File: config.mk
export PLATFORM = sky130hd
export DESIGN_NAME = mac_frame_streamer
export DESIGN_NICKNAME = d
export VERILOG_FILES = /design/src/rtl/mac_gen_pkg.sv /design/src/rtl/crc32_byte_lanes.sv /design/src/rtl/mac_frame_streamer.sv
export SDC_FILE = /design/constraint.sdc
export NUM_CORES = 2
export LEC_CHECK = 0
export ABC_AREA = 1
export BUFFER_PORTS_ARGS = -buffer_cell sky130_fd_sc_hd__buf_2
export CORE_MARGIN = 10
export CORE_UTILIZATION = 55
export DETAILED_ROUTE_END_ITERATION = 6
export GPL_TIMING_DRIVEN = 0
export PLACE_DENSITY_LB_ADDON = 0.2
export SYNTH_ARGS = -nofsm -noshare
export SYNTH_HDL_FRONTEND = slang
export SYNTH_SLANG_ARGS = --single-unit
File: constraint.sdc
create_clock -name clk -period 18 [get_ports clk]
set_input_delay 1.8 -clock clk [delete_from_list [all_inputs] [get_ports clk]]
set_output_delay 1.8 -clock clk [all_outputs]
set_load 0.02 [all_outputs]
File: src/rtl/mac_gen_pkg.sv
// Shared constants, types and the byte-wise CRC-32 step for the MAC frame streamer.
package mac_gen_pkg;

  typedef logic [1:0] state_t;
  localparam state_t IDLE   = 2'd0;
  localparam state_t ACTIVE = 2'd1;
  localparam state_t GAP    = 2'd2;

  typedef enum logic [1:0] {
    MODE_INC     = 2'd0,
    MODE_FIXED   = 2'd1,
    MODE_NOPAD   = 2'd2,
    MODE_BAD_FCS = 2'd3
  } mode_e;

  // Stream bytes 0..7, lowest byte first on the wire.
  localparam logic [63:0] PREAMBLE_SFD     = 64'hD555_5555_5555_5555;
  localparam int unsigned HDR_BYTES        = 22;
  localparam int unsigned MIN_PAYLOAD_SIZE = 46;
  localparam int unsigned FCS_BYTES        = 4;

  localparam logic [31:0] CRC_POLY_REFL = 32'hEDB8_8320;
  localparam logic [31:0] CRC_INIT      = 32'hFFFF_FFFF;

  function automatic logic [31:0] crc32_byte(input logic [31:0] crc, input logic [7:0] data);
    logic [31:0] c;
    c = crc ^ {24'd0, data};
    for (int i = 0; i < 8; i++) begin
      c = c[0] ? ((c >> 1) ^ CRC_POLY_REFL) : (c >> 1);
    end
    return c;
  endfunction

endpackage

File: src/rtl/crc32_byte_lanes.sv
// Combinational CRC-32 update over up to BPB bytes, lowest lane first, under a byte mask.
module crc32_byte_lanes
  import mac_gen_pkg::*;
#(
  parameter int unsigned BPB = 8
) (
  input  logic [31:0]      crc_in,
  input  logic [BPB*8-1:0] data,
  input  logic [BPB-1:0]   mask,
  output logic [31:0]      crc_out
);

  logic [31:0] c;

  always_comb begin
    c = crc_in;
    for (int i = 0; i < BPB; i++) begin
      if (mask[i]) c = crc32_byte(c, data[8*i +: 8]);
    end
    crc_out = c;
  end

endmodule

File: src/rtl/mac_frame_streamer.sv
// Streaming Ethernet frame source: preamble/SFD, header, payload, pad and FCS on valid/ready.
// Define MAC_GEN_STATS_EN to enable the frame and byte counters.
module mac_frame_streamer
  import mac_gen_pkg::*;
#(
  parameter int unsigned DATA_WIDTH           = 64,
  parameter int unsigned PAYLOAD_MAX_SIZE     = 1500,
  parameter logic [7:0]  PAYLOAD_CHAR_PATTERN = 8'h55,
  parameter logic [7:0]  PAD_BYTE             = 8'h00,
  parameter int unsigned IFG_CYCLES           = 12
) (
  input  logic                    clk,
  input  logic                    i_rst_n,
  input  logic                    i_start,
  input  logic [47:0]             i_dest_address,
  input  logic [47:0]             i_src_address,
  input  logic [15:0]             i_eth_type,
  input  logic [15:0]             i_payload_length,
  input  logic [7:0]              i_seed,
  input  logic [1:0]              i_mode,
  input  logic                    i_ready,
  output logic                    o_valid,
  output logic [DATA_WIDTH-1:0]   o_data,
  output logic [DATA_WIDTH/8-1:0] o_keep,
  output logic                    o_last,
  output logic                    o_busy,
  output logic                    o_done,
  output logic [15:0]             o_frame_bytes,
  output logic [31:0]             o_frame_count,
  output logic [31:0]             o_byte_count
);

  localparam int unsigned BPB      = DATA_WIDTH / 8;
  localparam logic [15:0] MAX_LEN  = 16'(PAYLOAD_MAX_SIZE);
  localparam logic [15:0] MIN_LEN  = 16'(MIN_PAYLOAD_SIZE);
  localparam logic [15:0] IFG_LAST = (IFG_CYCLES == 0) ? 16'd0 : 16'(IFG_CYCLES - 1);

  state_t      state_q;
  mode_e       mode_q;
  logic [15:0] pos_q, lc_q, p_q, frame_bytes_q, gap_q;
  logic [31:0] crc_q;
  logic [7:0]  seed_q;
  logic        done_q;
  logic [7:0]  fld_q [14];  // dest, src, type in wire order

  logic [15:0] lc_in, p_in;
  logic [7:0]  fld_in [14];

  assign lc_in = (i_payload_length > MAX_LEN) ? MAX_LEN : i_payload_length;
  assign p_in  = ((mode_e'(i_mode) == MODE_NOPAD) || (lc_in >= MIN_LEN)) ? lc_in : MIN_LEN;

  always_comb begin
    for (int j = 0; j < 6; j++) begin
      fld_in[j]     = i_dest_address[8*(5-j) +: 8];
      fld_in[6 + j] = i_src_address[8*(5-j) +: 8];
    end
    fld_in[12] = i_eth_type[15:8];
    fld_in[13] = i_eth_type[7:0];
  end

  // Per-lane byte decode from the absolute stream position.
  logic [15:0]           lane_b, lane_k;
  logic [DATA_WIDTH-1:0] raw_data;
  logic [BPB-1:0]        keep, crc_mask, fcs_lane;
  logic [BPB-1:0][1:0]   fcs_idx;

  always_comb begin
    lane_b   = '0;
    lane_k   = '0;
    raw_data = '0;
    keep     = '0;
    crc_mask = '0;
    fcs_lane = '0;
    fcs_idx  = '0;
    for (int i = 0; i < BPB; i++) begin
      lane_b      = pos_q + 16'(i);
      lane_k      = lane_b - 16'(HDR_BYTES);
      keep[i]     = lane_b < frame_bytes_q;
      crc_mask[i] = keep[i] && (lane_b >= 16'd8) &&
                    ((lane_b < 16'(HDR_BYTES)) || (lane_k < p_q));
      if (lane_b < 16'd8) begin
        raw_data[8*i +: 8] = PREAMBLE_SFD[8*lane_b[2:0] +: 8];
      end else if (lane_b < 16'(HDR_BYTES)) begin
        raw_data[8*i +: 8] = fld_q[4'(lane_b - 16'd8)];
      end else if (lane_k < lc_q) begin
        raw_data[8*i +: 8] = (mode_q == MODE_FIXED) ? PAYLOAD_CHAR_PATTERN : seed_q + lane_k[7:0];
      end else if (lane_k < p_q) begin
        raw_data[8*i +: 8] = PAD_BYTE;
      end else begin
        fcs_lane[i] = keep[i];
        fcs_idx[i]  = 2'(lane_k - p_q);
      end
    end
  end

  logic [31:0] crc_next;

  crc32_byte_lanes #(
    .BPB (BPB)
  ) u_crc (
    .crc_in  (crc_q),
    .data    (raw_data),
    .mask    (crc_mask),
    .crc_out (crc_next)
  );

  // FCS lanes use the CRC chained through this beat's data; a pure-FCS beat has an empty mask.
  logic [31:0]           fcs;
  logic [DATA_WIDTH-1:0] beat_data;

  always_comb begin
    fcs = ~crc_next;
    if (mode_q == MODE_BAD_FCS) fcs[0] = ~fcs[0];
    beat_data = raw_data;
    for (int i = 0; i < BPB; i++) begin
      if (fcs_lane[i]) beat_data[8*i +: 8] = fcs[8*fcs_idx[i] +: 8];
    end
  end

  logic        active, beat_last, hs;
  logic [16:0] end_pos;

  assign active    = (state_q == ACTIVE);
  assign end_pos   = {1'b0, pos_q} + 17'(BPB);
  assign beat_last = end_pos >= {1'b0, frame_bytes_q};
  assign hs        = active && i_ready;

  assign o_valid       = active;
  assign o_data        = active ? beat_data : '0;
  assign o_keep        = active ? keep : '0;
  assign o_last        = active && beat_last;
  assign o_busy        = (state_q != IDLE);
  assign o_done        = done_q;
  assign o_frame_bytes = frame_bytes_q;

  always_ff @(posedge clk or negedge i_rst_n) begin
    if (!i_rst_n) begin
      state_q       <= IDLE;
      mode_q        <= MODE_INC;
      pos_q         <= '0;
      lc_q          <= '0;
      p_q           <= '0;
      frame_bytes_q <= '0;
      gap_q         <= '0;
      crc_q         <= CRC_INIT;
      seed_q        <= '0;
      done_q        <= 1'b0;
      for (int j = 0; j < 14; j++) fld_q[j] <= '0;
    end else begin
      done_q <= 1'b0;
      case (state_q)
        IDLE: begin
          if (i_start) begin
            state_q       <= ACTIVE;
            mode_q        <= mode_e'(i_mode);
            seed_q        <= i_seed;
            lc_q          <= lc_in;
            p_q           <= p_in;
            frame_bytes_q <= p_in + 16'(HDR_BYTES + FCS_BYTES);
            pos_q         <= '0;
            crc_q         <= CRC_INIT;
            for (int j = 0; j < 14; j++) fld_q[j] <= fld_in[j];
          end
        end
        ACTIVE: begin
          if (hs) begin
            pos_q <= pos_q + 16'(BPB);
            crc_q <= crc_next;
            if (beat_last) begin
              done_q  <= 1'b1;
              gap_q   <= '0;
              state_q <= (IFG_CYCLES > 0) ? GAP : IDLE;
            end
          end
        end
        GAP: begin
          gap_q <= gap_q + 16'd1;
          if (gap_q == IFG_LAST) state_q <= IDLE;
        end
        default: state_q <= IDLE;
      endcase
    end
  end

`ifdef MAC_GEN_STATS_EN
  logic [31:0] frame_cnt_q, byte_cnt_q;

  always_ff @(posedge clk or negedge i_rst_n) begin
    if (!i_rst_n) begin
      frame_cnt_q <= '0;
      byte_cnt_q  <= '0;
    end else if (hs) begin
      byte_cnt_q <= byte_cnt_q + 32'($countones(o_keep));
      if (beat_last) frame_cnt_q <= frame_cnt_q + 32'd1;
    end
  end

  assign o_frame_count = frame_cnt_q;
  assign o_byte_count  = byte_cnt_q;
`else
  assign o_frame_count = '0;
  assign o_byte_count  = '0;
`endif

endmodule

Word level (Yosys, flattened, before mapping). Index checks and enable logic that the tools add are counted.

Register bits after elaboration: 237. Input port bits: 142. Output and inout port bits: 156. Word-level logic and storage cells: 491.

Add/sub/neg operators: 43. $lt $le $gt $ge: 59. Equal/unequal tests: 10. Shift operators: 16. Muxes and demuxes: 222. Bitwise operators: 82. Reduce and logical (&&, ||, !) cells: 35.

Operators by type and width (number): 32-bit two-way mux (74); 13-bit inverter with 14-bit output (64); 64-bit by 7-bit variable part select with 8-bit output, first input constant (8); 8-bit two-way mux (57); 16-bit < comparator (24); 8-bit binary-select mux with 4-bit select (8); 32-bit by 6-bit variable part select with 8-bit output (8); 32-bit by 8-bit XOR with 32-bit output (8); 16-bit by 4-bit greater-or-equal comparator with 1-bit output, second input constant (8); 16-bit by 4-bit < comparator with 1-bit output, second input constant (8); 16-bit by 5-bit < comparator with 1-bit output, second input constant (8); 16-bit by 5-bit subtractor with 16-bit output, second input constant (8); 16-bit two-way mux (6); 2-bit two-way mux (36); 16-bit by 3-bit adder with 16-bit output, second input constant (4); 8-bit adder (8); 64-bit two-way mux (1); 16-bit case mux with 2 select lines (2); 32-bit case mux with 2 select lines (1); 5-bit greater-or-equal comparator, second input constant (8); 4-bit inverter with 5-bit output (8); 1-bit two-way mux (36); 16-bit by 1-bit adder with 16-bit output, second input constant (2); 16-bit by 2-bit adder with 16-bit output, second input constant (2); 23 further kinds (70).

Depth between registers and ports, before layout.
Depth after elaboration: 157. Gate-level depth with buffers: 88. Gate-level depth less buffers: 84.

Cells and area by module. Synthesis repeated with hierarchy kept, for this count alone.

Cell total of the unflattened synthesis: 6895. Area, all modules: 39303.9 um^2.

By module, submodules not included: mac_frame_streamer (instances 1, cells each 3716, area each 24021.8 um^2, sequential area each 5870.6 um^2); crc32_byte_lanes (instances 1, cells each 3179, area each 15282.2 um^2, sequential area each 0.0 um^2).

Worst setup path before layout. OpenSTA, ideal clock, no wires.

Path type: register -> output. From: register pos_q[3]. To: output port o_data[56]. Arrival: 8.825 ns. Required time: 16.200 ns. Slack: 7.375 ns. Stages on the path, launching flop included: 76. Path buffers: 8. Cells stage by stage: dfrtp_1 -> inv_1 -> buf_2 -> clkbuf_1 -> clkbuf_1 -> clkbuf_1 -> clkbuf_1 -> clkbuf_1 -> ha_1 -> inv_1 -> ha_1 -> nand2_1 -> nor2_1 -> nand2_1 -> nand2_1 -> nand2_1 -> nand4_1 -> nand2_2 -> (+40 left out) -> nand3_2 -> nand2_4 -> nand3_1 -> nand2_2 -> nand3_2 -> nand3_2 -> nand2_1 -> nand2_2 -> nand2_1 -> nand2_2 -> nand2_1 -> nand3b_1 -> nand2_1 -> nand2_1 -> nand2_2 -> nand2_1 -> nand2_1 -> a21oi_1.

Longest elaborated chain between the ends: 119. Elaborated cells between the ends (all ways): 325. Those cells by class: add/sub (31); order compare (48); shift (1); mux (139); bitwise (82); reduce/logical (24).

RTL lines: start, declared (RTL line mac_frame_streamer.sv:40) `logic [15:0] pos_q, lc_q, p_q, frame_bytes_q, gap_q;`; start signal, assigned (RTL line mac_frame_streamer.sv:167) `pos_q <= pos_q + 16'(BPB);`; branches (longest 117 deep; another with 16-bit by 5-bit subtractor with 16-bit output); 8-bit two-way mux * (RTL line mac_frame_streamer.sv:116) `if (fcs_lane[i]) beat_data[8*i +: 8] = fcs[8*fcs_idx[i] +: 8];`; 64-bit two-way mux * (RTL line mac_frame_streamer.sv:129) `assign o_data = active ? beat_data : '0;`; end, declared (RTL line mac_frame_streamer.sv:23) `output logic [DATA_WIDTH-1:0] o_data,`.

Mark *: on every way between the ends. The select of a mux whose other input is x is not followed.

Worst setup path in the final report.
From: register pos_q[3]. To: output port o_data[8].

Same word-level chain as after synthesis.

==> implementation parameters <==
Parameter                              Value

Drt
  Sum of routed wire length over all layers    a little under 200,000 um
  DR vias/cell    6.310
  Wire per inst    24.55 um
  Drt initial violations    between 7,000 and 8,000
  Drt pass-1 iters    7
  Number of remaining DRC errors    35
  Via Count    between 50,000 and 60,000
  Remaining number of nets flagged by the antenna check after routing    0

Run status
  Violations in the final reports    DRC
  Result of the run    finished, violations left

Worst setup path
  Critical-path top delay cell    o21ai_1
  Class of the most critical setup path    register to primary output
  Arrival time of the worst setup path    about 16 ns
  Critical Path Most Common Cell    nand2_1
  Crit path buffers/inverters    11
  Critical Path Fanout Max    19
  Stage delay of the slowest cell on the critical path    0.93 ns
  Kind of cell adding the most delay to the critical path    simple AND/OR/NAND/NOR gates
  Required time worst endpoint    between 15 and 20 ns
  Launching element type of the critical path    register
  Category of the worst setup path capture point    primary output

STA
  Maximum clock frequency    roughly 0.058 GHz
  Count of final hold-check violations    0
  Minimum clock period    17.32 ns
  Sum of negative setup slack    0 ns
  Max Slew Vio Count    0
  # setup viols final    0
  Max_slew headroom    1.980%
  Transition time of the tightest slew-check pin    approximately 1.5 ns
  Unrepaired setup endpoints after global routing    no
  Worst Skew    around 0.055 ns
  Ratio of final minimum period to clock period    a little over nine tenths

Synthesis
  Count of flip-flops with a built-in enable after synthesis    0
  Syn_area_per_cell    5.729 um^2
  Simple-gate area share of the yosys netlist    52.33%
  Cell type with the highest aggregate area in the netlist    nand2_1
  Post-synthesis compound-gate area fraction    9.932%
  Distinct cells, synth    68
  Top-area cell type share of the netlist area    between 20% and 30%
  Xor-xnor portion of the synthesized cell area    approximately 3.9%
  Portion of the post-synthesis area used by sequential elements    15.20%
  Total number of yosys warnings    0
  Post-synthesis cell count    6,742
  Most area-consuming cells after synthesis    nand2_1 (25%), nand3_1 (14%), dfrtp_1 (13%)
  Cell Area, Synth    slightly below 0.04 mm^2
  Main synth FF type    dfrtp_1
  Dominant combinational cell family by area after synthesis    simple AND/OR/NAND/NOR gates
  Multiplexer share of the synthesized area    less than 1%
  Commonest cells post-synth    nand2_1 (2,612), nand3_1 (1,089), inv_1 (564), a21oi_1 (266), ha_1 (263)
  Most common cell in the netlist    nand2_1
  Flip-flop and latch count after synthesis    about 230
  Post-synth ARST share    between 90% and 100%
  Arithmetic-cell share of the synthesized area counting full adders, half adders and majority gates    8.519%

Hold path
  Worst min-delay path class    register to register

GRT
  Initial antenna violation count    12
  Largest net degree at the start of global routing    between 100 and 150
  Overflow left after global routing    0
  Global-route wire length before repair    roughly 290,000 um
  GR Util All Layers    45.92%
  Number of global-route vias before repair    approximately 46,000

Cells and area
  Layout area overhead    9.248%
  Final net count    between 7,000 and 8,000
  Ratio of cells with drive above 1 in the final layout    between 10% and 20%

Die
  Die Width    between 200 and 300 um
  Die outline area    0.08123 mm^2
  Std-Cell Rows    just under 100
  Initial core utilization    55.35%
  Core region area    ~0.07 mm^2
  Die Height    roughly 290 um
  IO Count    about 300

Placed design
  Port Buf Inserts    between 200 and 250
  Detailed placer's ending HPWL    between 150,000 and 200,000 um
  RePlAce Congestion    1.143

Clock tree
  Number of buffers added to fix hold violations after cts    0
  Bufs on Longest Clock Path    3
  Number of cells upsized or downsized after cts    0
  Number of CTS-inserted buffers    27
  Clock-pin slew reported for the worst setup and hold paths after clock tree synthesis    ~0.070 ns
  Latest clock arrival within the worst-skew pair    about 0.63 ns
  CTS sink count    233
  TritonCTS clock tree    yes
  Maximum level of the CTS H-tree    1
  Root Driver    clkbuf_16
  Number of buffers added for setup after CTS    0

Run
  Max Cap Viol    0
-- sequential cells by signal, indices dropped and copies added, names as in the netlist, 8 cells and up --
signal and count:
seed_q 8, pos_q 13, crc_q 32, fld_q 112, o_frame_bytes 15, gap_q 16, p_q 16, lc_q 16
-- final timing paths --
| path | startpoint | end | slack (ns) | cells after the start |
|---|---|---|---|---|
| setup / recovery | pos_q[3] | o_data[8] | 0.68 | 70 |
| hold / removal | gap_q[15] | gap_q[15] | 0.48 | 1 |
| setup reg to reg | pos_q[3] | crc_q[23] | 3.82 | 66 |
| hold reg to reg | gap_q[15] | gap_q[15] | 0.48 | 1 |
| max in group asynchronous | i_rst_n | gap_q[3] | 15.49 | 3 |
| min in group asynchronous | i_rst_n | o_frame_bytes[12] | 1.11 | 1 |
-- per-stage QoR --
step	hold WS (ns)	utilization [%]	setup WS [ns]	cells	area, um^2
5_1_grt	0.4850	60.45	0.3403	8032	42190
4_1_cts	0.4752	60.43	1.214	8030	42170
3_3_place_gp	0.4543	59.04	2.063	7978	41200
2_1_floorplan	0.4358	-	7.375	6805	38860
3_5_place_dp	0.4624	59.14	1.930	7980	41270
6_report	0.4790	60.47	0.6801	8036	42200
-- cell type report --
cell class | instances | area, um^2
antenna | 4 | 10.01
buffer | 295 | 1572
clock buffer | 39 | 802.0
clock inverter | 11 | 100.1
fill | 6715 | 27590
inverter | 615 | 2323
multi-input combinational | 5662 | 29100
sequential | 233 | 5871
tap | 940 | 1176
timing repair buffer | 237 | 1246
-- layer usage --
layer	GRT usage [%]	part of all wire [%]	wire length, um
met2	68.36	41	79980
met1	55.00	35	69600
met3	14.84	15	29310
met4	33.66	9.3	18290
met5	0	0.055	109
-- kinds of logic after synthesis --
logic type | after synthesis
simple gates | 4485
buf+inv | 910
compound gates | 680
fa+ha+maj | 263
flops | 233
xor+xnor | 169
other cells | 1
mux | 1
-- placed cells by master, fill, tap and decap left out, drive strengths merged, types with 11 or more instances in the layout --
master	Yosys	final
clkbuf	141	180
a21oi	273	273
o21ai	250	250
dfrtp	201	201
xnor2	25	25
o21a	11	11
or2	29	29
nand2	2854	2854
o211ai	44	44
buf	154	391
nand3	1203	1203
dfstp	32	32
conb	1	64
o22ai	25	25
a31oi	11	11
o221ai	14	14
inv	610	614
xor2	144	144
nor2	278	278
nand4	56	56
nor3	43	43
ha	263	263
Power is left out: the tool's default activity adds up to more than one toggle a clock period on the data nets, which glitch-free logic cannot reach.
